--- src/rtl/alu_wide_seq_if.sv ---
// Bundle between the wide-ALU sequencer, its control unit and the 16-bit ALU.
// slave = the sequencer itself; master = its surroundings (control unit plus ALU).
interface alu_wide_seq_if #(
  parameter int WORDS = 4
);
  localparam int W = 16 * WORDS;

  logic         start;
  logic [2:0]   op_sel;
  logic [W-1:0] opa;
  logic [W-1:0] opb;
  logic         busy;
  logic         done;
  logic [W-1:0] result;
  logic         carry_out;

  logic [15:0]  alu_a;
  logic [15:0]  alu_b;
  logic [3:0]   alu_op;
  logic         alu_cin;
  logic [15:0]  alu_z;
  logic         alu_cout;

  modport master (
    output start, op_sel, opa, opb, alu_z, alu_cout,
    input  busy, done, result, carry_out, alu_a, alu_b, alu_op, alu_cin
  );

  modport slave (
    input  start, op_sel, opa, opb, alu_z, alu_cout,
    output busy, done, result, carry_out, alu_a, alu_b, alu_op, alu_cin
  );
endinterface

--- src/rtl/alu_wide_seq.sv ---
// Multi-word ADD/SUB/AND/XOR/OR sequencer: walks a 16-bit ALU over WORDS words,
// LSW first, chaining carry/borrow through the ALU's carry-in op variants.
//
// state   | meaning
// --------+---------------------------------------------------------------
// ST_IDLE | waiting for start; result/carry_out hold the last operation
// ST_RUN  | one 16-bit word per cycle through the ALU, idx = current word
// ST_DONE | one-cycle done pulse; start ignored
module alu_wide_seq #(
  parameter int WORDS = 4
) (
  input  logic         clk,
  input  logic         rst_n,
  alu_wide_seq_if.slave bus
);
  localparam int W  = 16 * WORDS;
  localparam int IW = (WORDS > 1) ? $clog2(WORDS) : 1;
  localparam logic [IW-1:0] LAST_IDX = IW'(WORDS - 1);

  localparam logic [2:0] OP_ADD = 3'd0;
  localparam logic [2:0] OP_SUB = 3'd1;
  localparam logic [2:0] OP_AND = 3'd2;
  localparam logic [2:0] OP_XOR = 3'd3;
  localparam logic [2:0] OP_OR  = 3'd4;

  typedef enum logic [1:0] {
    ST_IDLE = 2'd0,
    ST_RUN  = 2'd1,
    ST_DONE = 2'd2
  } state_t;

  state_t        r_state;
  logic [IW-1:0] r_idx;
  logic          r_carry;
  logic [W-1:0]  r_a;
  logic [W-1:0]  r_b;
  logic [2:0]    r_op;
  logic [W-1:0]  r_result;
  logic          r_carry_out;
  logic          r_busy;
  logic          r_done;

  logic [IW+3:0] w_lsb;
  logic          w_run;
  logic          w_first;
  logic [3:0]    w_op;

  assign w_lsb   = {r_idx, 4'b0000};
  assign w_run   = (r_state == ST_RUN);
  assign w_first = (r_idx == '0);

  // Word 0 uses the carry-out-only variants so nothing leaks in from a previous op.
  always_comb begin
    w_op = 4'hf;
    case (r_op)
      OP_ADD:  w_op = w_first ? 4'h2 : 4'h6;
      OP_SUB:  w_op = w_first ? 4'h3 : 4'h7;
      OP_AND:  w_op = 4'h8;
      OP_XOR:  w_op = 4'h9;
      OP_OR:   w_op = 4'ha;
      default: w_op = 4'hf;
    endcase
  end

  assign bus.alu_a   = w_run ? r_a[w_lsb +: 16] : 16'h0000;
  assign bus.alu_b   = w_run ? r_b[w_lsb +: 16] : 16'h0000;
  assign bus.alu_op  = w_run ? w_op : 4'h0;
  assign bus.alu_cin = w_run ? r_carry : 1'b0;

  assign bus.busy      = r_busy;
  assign bus.done      = r_done;
  assign bus.result    = r_result;
  assign bus.carry_out = r_carry_out;

  always_ff @(posedge clk or negedge rst_n) begin
    if (!rst_n) begin
      r_state     <= ST_IDLE;
      r_idx       <= '0;
      r_carry     <= 1'b0;
      r_a         <= '0;
      r_b         <= '0;
      r_op        <= 3'd0;
      r_result    <= '0;
      r_carry_out <= 1'b0;
      r_busy      <= 1'b0;
      r_done      <= 1'b0;
    end else begin
      case (r_state)
        ST_IDLE: begin
          r_done <= 1'b0;
          if (bus.start) begin
            r_a         <= bus.opa;
            r_b         <= bus.opb;
            r_op        <= bus.op_sel;
            r_idx       <= '0;
            r_carry     <= 1'b0;
            r_result    <= '0;
            r_carry_out <= 1'b0;
            r_busy      <= 1'b1;
            r_state     <= ST_RUN;
          end
        end
        ST_RUN: begin
          r_result[w_lsb +: 16] <= bus.alu_z;
          r_carry               <= bus.alu_cout;
          if (r_idx == LAST_IDX) begin
            // Final carry taken straight from the ALU so it is valid with done.
            r_carry_out <= ((r_op == OP_ADD) || (r_op == OP_SUB)) ? bus.alu_cout : 1'b0;
            r_done      <= 1'b1;
            r_state     <= ST_DONE;
          end else begin
            r_idx <= r_idx + 1'b1;
          end
        end
        ST_DONE: begin
          r_done  <= 1'b0;
          r_busy  <= 1'b0;
          r_state <= ST_IDLE;
        end
        default: begin
          r_done  <= 1'b0;
          r_busy  <= 1'b0;
          r_state <= ST_IDLE;
        end
      endcase
    end
  end
endmodule

--- src/flat_wrapper.sv ---
// flat-port wrapper written by rule: the top's interface ports become plain ports
module alu_wide_seq_flat 
#(
  parameter int WORDS = 4
)
  (clk, rst_n, bus_start, bus_op_sel, bus_opa, bus_opb, bus_alu_z, bus_alu_cout, bus_busy, bus_done, bus_result, bus_carry_out, bus_alu_a, bus_alu_b, bus_alu_op, bus_alu_cin);
  alu_wide_seq_if #(.WORDS(WORDS)) bus_i ();
  input  logic clk;
  input  logic rst_n;
  input wire logic [$bits(bus_i.start)-1:0] bus_start;
  input wire logic [$bits(bus_i.op_sel)-1:0] bus_op_sel;
  input wire logic [$bits(bus_i.opa)-1:0] bus_opa;
  input wire logic [$bits(bus_i.opb)-1:0] bus_opb;
  input wire logic [$bits(bus_i.alu_z)-1:0] bus_alu_z;
  input wire logic [$bits(bus_i.alu_cout)-1:0] bus_alu_cout;
  output wire logic [$bits(bus_i.busy)-1:0] bus_busy;
  output wire logic [$bits(bus_i.done)-1:0] bus_done;
  output wire logic [$bits(bus_i.result)-1:0] bus_result;
  output wire logic [$bits(bus_i.carry_out)-1:0] bus_carry_out;
  output wire logic [$bits(bus_i.alu_a)-1:0] bus_alu_a;
  output wire logic [$bits(bus_i.alu_b)-1:0] bus_alu_b;
  output wire logic [$bits(bus_i.alu_op)-1:0] bus_alu_op;
  output wire logic [$bits(bus_i.alu_cin)-1:0] bus_alu_cin;
  assign bus_i.start = bus_start;
  assign bus_i.op_sel = bus_op_sel;
  assign bus_i.opa = bus_opa;
  assign bus_i.opb = bus_opb;
  assign bus_i.alu_z = bus_alu_z;
  assign bus_i.alu_cout = bus_alu_cout;
  assign bus_busy = bus_i.busy;
  assign bus_done = bus_i.done;
  assign bus_result = bus_i.result;
  assign bus_carry_out = bus_i.carry_out;
  assign bus_alu_a = bus_i.alu_a;
  assign bus_alu_b = bus_i.alu_b;
  assign bus_alu_op = bus_i.alu_op;
  assign bus_alu_cin = bus_i.alu_cin;
  alu_wide_seq #(.WORDS(WORDS)) u_core (.clk(clk), .rst_n(rst_n), .bus(bus_i));
endmodule
--- config.mk ---
export PLATFORM = sky130hd
export DESIGN_NAME = alu_wide_seq_flat
export DESIGN_NICKNAME = d
export VERILOG_FILES = /design/src/rtl/alu_wide_seq_if.sv /design/src/rtl/alu_wide_seq.sv /design/src/flat_wrapper.sv
export SDC_FILE = /design/constraint.sdc
export NUM_CORES = 1
export LEC_CHECK = 0
export BUFFER_PORTS_ARGS = -buffer_cell sky130_fd_sc_hd__buf_2
export CAP_MARGIN = 10
export CORE_UTILIZATION = 35
export CTS_BUF_LIST = sky130_fd_sc_hd__clkbuf_16
export CTS_CLUSTER_SIZE = 16
export DETAILED_ROUTE_END_ITERATION = 12
export SLEW_MARGIN = 20
export SYNTH_ARGS = -nofsm -noshare
export SYNTH_HDL_FRONTEND = slang
export SYNTH_SLANG_ARGS = --single-unit
--- constraint.sdc ---
create_clock -name clk -period 5.5 [get_ports clk]
set_clock_uncertainty 0.15 [all_clocks]
set_input_delay 0.275 -clock clk [delete_from_list [all_inputs] [get_ports clk]]
set_output_delay 0.275 -clock clk [all_outputs]
set_load 0.05 [all_outputs]
# Word level (Yosys, flattened, before mapping)
# Index checks and enable logic that the tools add are counted.
dict set report op_classes {
  add_sub_neg 2
  n_reduce_logical 11
  bitwise 1
  n_eq_ne 9
  muxes 25
  shifts 4
}
# operator count
set op_table {}
lappend op_table {{64-bit one-hot mux with 2 select lines} 1}
lappend op_table {{64-bit by 7-bit indexed part select with 16-bit output} 2}
lappend op_table {{64-bit bitwise mux} 1}
lappend op_table {{64-bit 2-to-1 mux} 1}
lappend op_table {{16-bit by 8-bit variable shift with 64-bit output, first input constant} 1}
lappend op_table {{16-bit by 8-bit indexed part select with 64-bit output} 1}
lappend op_table {{16-bit 2-to-1 mux} 2}
lappend op_table {{4-bit one-hot mux with 5 select lines} 1}
lappend op_table {{2-bit 2-to-1 mux} 4}
lappend op_table {{6-bit negation with 8-bit output} 1}
lappend op_table {{2-bit one-hot mux with 2 select lines} 2}
lappend op_table {{2-bit AND reduction} 4}
lappend op_table {{1-bit 2-to-1 mux} 7}
lappend op_table {{3-bit by 2-bit == test with 1-bit output, second input constant} 2}
lappend op_table {{3-bit 2-to-1 mux} 2}
lappend op_table {{2-bit != test, second input constant} 3}
lappend op_table {{1-bit one-hot mux with 2 select lines} 3}
lappend op_table {{3-bit AND reduction} 2}
lappend op_table {{2-bit logical NOT} 2}
lappend op_table {{4-bit 2-to-1 mux} 1}
lappend op_table {{3-bit by 1-bit == test with 1-bit output, second input constant} 1}
lappend op_table {{3-bit == test, second input constant} 1}
lappend op_table {{3-bit logical NOT} 1}
lappend op_table {{2-bit by 1-bit adder with 2-bit output, second input constant} 1}
lappend op_table {{5 further kinds} 5}
dict set report word_totals {
  input_bits 151
  elab_cells 62
  ff_bits 203
  out_inout_bits 104
}

# Logic depth before layout (Yosys ltp)
dict set report depth {
  ltp_word 5
  ltp_mapped 9
  mapped_depth_nobuf 5
}

# Worst setup path before layout
# No wires, ideal clock.
dict set report synth_timing {
  kind {reg2out}
  from {reg u_core.r_idx[1]}
  to {out bus_alu_op[2]}
  slack_ps 2864
  t_arrival_ps 2211
  path_stages_with_launch 8
  t_required_ps 5075
  path_buffers 2
  cell_sequence {dfrtp_1 > clkbuf_1 > buf_2 > inv_1 > ha_1 > nor3b_1 > a21oi_1 > a21oi_1}
}
dict set report synth_via {
  elab_chain_len 4
  elab_cells_between_ends 5
  classes_between {4 x mux; 1 x reduce/logical}
}
# item line_no
set synth_rtl {}
lappend synth_rtl {{start: declaration} alu_wide_seq.sv:33} ;# logic [IW-1:0] r_idx;
lappend synth_rtl {{start signal: assignment} alu_wide_seq.sv:112} ;# r_idx <= r_idx + 1'b1;
lappend synth_rtl {{2-bit logical NOT (*)} alu_wide_seq.sv:50} ;# assign w_first = (r_idx == '0);
lappend synth_rtl {{3-bit 2-to-1 mux (on tied branches)} {alu_wide_seq.sv:57, alu_wide_seq.sv:56}}
lappend synth_rtl {{4-bit one-hot mux with 5 select lines (*)} alu_wide_seq.sv:55} ;# case (r_op)
lappend synth_rtl {{4-bit 2-to-1 mux (*)} alu_wide_seq.sv:67} ;# assign bus.alu_op = w_run ? w_op : 4'h0;
lappend synth_rtl {{end: declaration} flat_wrapper.sv:22} ;# output wire logic [$bits(bus_i.alu_op)-1:0] bus_alu_op;
# Every way passes the cells marked *; elsewhere a longest branch is shown, timed or not.

# Worst setup path in the final report
# Same ends and word-level chain as after synthesis.

==> results summary <==
The remaining global-route overflow came out at 0. For this block, the routed nets add up to 24730 um of wire. The power per cell area came out at 603.7 nW/um2. The total count of hold-check failures in the final report came out at 0. In the synthesized netlist the async set-or-reset flop fraction comes to 100.0%. Setup repair after global routing left no endpoint under its margin. The layout has 2223 filler cells. The cell count after synthesis is 835.

Headroom to the max-slew limit came out at 35.32%. The worst setup margin is 2.260 ns. The total negative setup slack came out at 0 ns. For this configuration, the core starts out at a cell density of 35.78%.

The final standard cell count with taps included and fillers excluded came out at 1557. In the global route stage, overall resource usage came out at 19.41%. For this run, the detailed router's first-pass iteration total came to 5.

The number of failing setup endpoints in the final timing report came out at 0. Once placement finished, the instance area stood at 10190 um2. The final RePlAce weighted congestion came out at 0.7951. The data arrival time of the worst path came out at 2.82 ns.

The prevailing post-synth register cell is sky130_fd_sc_hd__dfrtp_1. The reg-to-reg critical path endpoint is u_core.bus.result[52]. After detailed routing, the number of remaining DRC violations is 0. The core area came out at 24390 um2. The mean cell area of the mapped netlist is 10.45 um2. The data required time at the worst endpoint is 5.08 ns. The number of sinks driven by the clock tree is 203. Yosys mapped a number of flops with a built-in enable equal to 0.

The pin count of the biggest net entering global routing came out at 111. The maximum resistive drop on vdd came out at 0.4367 mV. The most critical setup path has its startpoint at u_core.r_idx[1]. After detailed placement, the design holds a cell count of 1365.

The maximum net fanout on the critical path came out at 36. The share of synthesized area occupied by flip-flops and latches came out at 58.22%. The total clock buffers created by CTS is 23. The number of slew-limit violations in the final report is 0. The register bit total from synthesis is 203. The achievable clock frequency came out at 308.6 MHz. The critical path in this run is classified as reg2out. The die span in y came out at 159.9 um. In this run the critical register-to-register path is launched from u_core.r_idx[1]. The hold slack is 0.2252 ns. The detail route stage leaves a number of antenna-violating nets equal to 0. The via count of the first global-routing pass is 7563. The fraction of synthesized cell area taken by the top area cell type came out at 58.22%.

The deepest clock path buffer count came out at 3. For the worst-skew pair, the clock arrives at the later sink with an insertion delay of 0.51 ns. From synthesis to final layout, the design area changed by 42.07%.

The portion of the clock cycle consumed by the worst path in the final layout is 58.91%. The mean number of vias per cell came out at 4.742. In this run the clock root is driven by a sky130_fd_sc_hd__clkbuf_16. The run finished with clean final reports. The first-pass GRT wire length came out at 39690 um.

In this run, the number of DRC markers left after iteration 0 of detailed routing was 481. The initial antenna violation count was 1. STA classifies the critical path startpoint as a register. The area of the die came out at 25570 um2. Summed over all instances, the cell type with the most area after synthesis is sky130_fd_sc_hd__dfrtp_1. The clock slew at the register clock pins of the worst setup and hold paths came out at 0.06 ns. The total vias in the final route came out at 7384. TritonCTS built the clock tree. The count of max-cap constraint violations came out at 0. By area the synthesized netlist is led by sky130_fd_sc_hd__dfrtp_1 58%, sky130_fd_sc_hd__nand2_1 17%, sky130_fd_sc_hd__mux4_2 8.3%, sky130_fd_sc_hd__a22o_1 6.4%, sky130_fd_sc_hd__and2_1 2.4%.

The count of cells along the worst register-to-register path came out at 5. The setup check on the worst reg-to-reg path leaves a slack of 2.49 ns. The total half-perimeter wirelength after legalization and detailed placement is 15160 um. The category of the worst setup path capture point is an output pin. The average detailed-routed wire length per instance is 15.88 um. The cell area that synthesis handed to floorplanning was 8726 um2. For this design the top-level I/O count stands at 255. The number of placement rows came out at 57. The slew at the pin closest to its max-slew limit came out at 0.9702 ns. The leakage power figure came out at 0.006557 uW. The pre-CTS setup slack came out at 2.442 ns. The distinct cell type count after synthesis came out at 26. The maximum level of the CTS H-tree came out at 1. The synthesized net count is 992.

The proportion of layout cells with a drive suffix above 1 is 27.11%. The path class of the lowest-slack min-delay path is in2async. The Yosys step of the flow raised 0 warnings. The count of buffers inserted at the top-level ports is 254. The area of all placed cells without fillers is 12400 um2. The routed design could run at a clock period as short as 3.240 ns.

The horizontal die dimension is 159.9 um. The net count reported at finish is 1373.
## layer usage
| layer | up-vias | global-route usage (%) | part of all wire (%) |
|---|---|---|---|
| li1 | 3510 | - | - |
| met1 | 3562 | 26.25 | 45 |
| met2 | 255 | 31.26 | 46 |
| met4 | 0 | 7.749 | 3.9 |
| met3 | 57 | 3.195 | 5.3 |
| met5 | - | 0 | 0 |
## per-stage QoR
stage,utilization (%),total power (uW)
3_3_place_gp,41.78,5949
3_5_place_dp,41.78,6007
6_report,50.83,7483
4_1_cts,50.82,7554
2_1_floorplan,-,5165
5_1_grt,50.83,7932
## sequential cells by signal, summed over array words and instances, names as in the netlist
| name | flops |
|---|---|
| u_core.bus.busy | 1 |
| u_core.bus.carry_out | 1 |
| u_core.bus.done | 1 |
| u_core.bus.result | 64 |
| u_core.r_a | 64 |
| u_core.r_b | 64 |
| u_core.r_carry | 1 |
| u_core.r_idx | 2 |
| u_core.r_op | 3 |
| u_core.r_state | 2 |
## worst max path at each step
stage,to,cells after the start,slack [ns]
floorplan,bus_alu_op[2],7,2.86
global placement,u_core.bus.result[50],5,2.49
detailed placement,u_core.bus.result[49],5,2.44
CTS,bus_alu_op[2],6,2.17
global route,bus_alu_op[2],6,2.02
finish,bus_alu_op[2],6,2.26
## logic make-up after synthesis
logic type | share of synthesized area, %
and+or+nand+nor | 21.41
DFF | 58.22
AOI/OAI and AO/OA | 7.657
buffers and inverters | 3.599
muxes | 8.259
adders and majority gates | 0.8603
## Yosys cell counts, types with 2 or more instances
cell,n
sky130_fd_sc_hd__o21ai_0,8
sky130_fd_sc_hd__nor2_1,8
sky130_fd_sc_hd__buf_4,4
sky130_fd_sc_hd__nand2b_1,2
sky130_fd_sc_hd__a21oi_1,4
sky130_fd_sc_hd__dfrtp_1,203
sky130_fd_sc_hd__and2_1,33
sky130_fd_sc_hd__a22o_1,64
sky130_fd_sc_hd__buf_2,23
sky130_fd_sc_hd__a21o_1,4
sky130_fd_sc_hd__nand2_1,399
sky130_fd_sc_hd__inv_1,5
sky130_fd_sc_hd__mux4_2,32
sky130_fd_sc_hd__ha_1,6
sky130_fd_sc_hd__buf_6,6
sky130_fd_sc_hd__nor4_4,3
sky130_fd_sc_hd__nor3b_1,2
sky130_fd_sc_hd__clkbuf_1,21
## power by group
group          leakage, uW  internal (uW)  total [uW]  switching [uW]
registers          0.00260           2110        2520             409
logic              0.00359           1160        3530            2370
clock network     0.000364            813        1430             615
total              0.00656           4090        7480            3390
## final cells by class
| cell class | count | area, um2 | area share (%) |
|---|---|---|---|
| clock inverters | 18 | 127.6 | 1.029 |
| clock buffers | 23 | 575.6 | 4.643 |
| diodes | 1 | 2.502 | 0.02019 |
| flip-flops and latches | 203 | 5082 | 41.00 |
| repair buffers | 410 | 2839 | 22.90 |
| inverters | 6 | 22.52 | 0.1817 |
| well taps | 324 | 405.4 | 3.270 |
| multi-input cells | 572 | 3342 | 26.96 |
## timing repair
item	CTS	global route
hold endpoints to repair	290	0
gates resized for setup	0	0
hold buffers	150	0
setup buffers	0	0
## cells in the final DEF, fill, tap and decap left out, types with 2 or more instances in the layout
cell                            count
sky130_fd_sc_hd__nor4_4             3
sky130_fd_sc_hd__nand2b_1           2
sky130_fd_sc_hd__buf_4              5
sky130_fd_sc_hd__clkinv_2           4
sky130_fd_sc_hd__clkinv_1           3
sky130_fd_sc_hd__a21o_1             4
sky130_fd_sc_hd__mux4_2            32
sky130_fd_sc_hd__dlygate4sd3_1    150
sky130_fd_sc_hd__o21ai_0            8
sky130_fd_sc_hd__dfrtp_2            2
sky130_fd_sc_hd__clkbuf_16         23
sky130_fd_sc_hd__and2_1            33
sky130_fd_sc_hd__nor2_1             8
sky130_fd_sc_hd__dfrtp_1          201
sky130_fd_sc_hd__clkinvlp_4         2
sky130_fd_sc_hd__buf_2            253
sky130_fd_sc_hd__a21oi_1            4
sky130_fd_sc_hd__nand2_1          399
sky130_fd_sc_hd__inv_1             11
sky130_fd_sc_hd__ha_1               6
sky130_fd_sc_hd__a22o_1            64
## critical path, stage by stage, from the launching register on
cell and delay [ns]:
sky130_fd_sc_hd__dfrtp_2 1.00, sky130_fd_sc_hd__inv_1 0.23, sky130_fd_sc_hd__ha_1 0.36, sky130_fd_sc_hd__nor3b_1 0.21, sky130_fd_sc_hd__a21oi_1 0.08, sky130_fd_sc_hd__a21oi_1 0.14, sky130_fd_sc_hd__buf_2 0.28
Power figures use the tool's default switching activity.
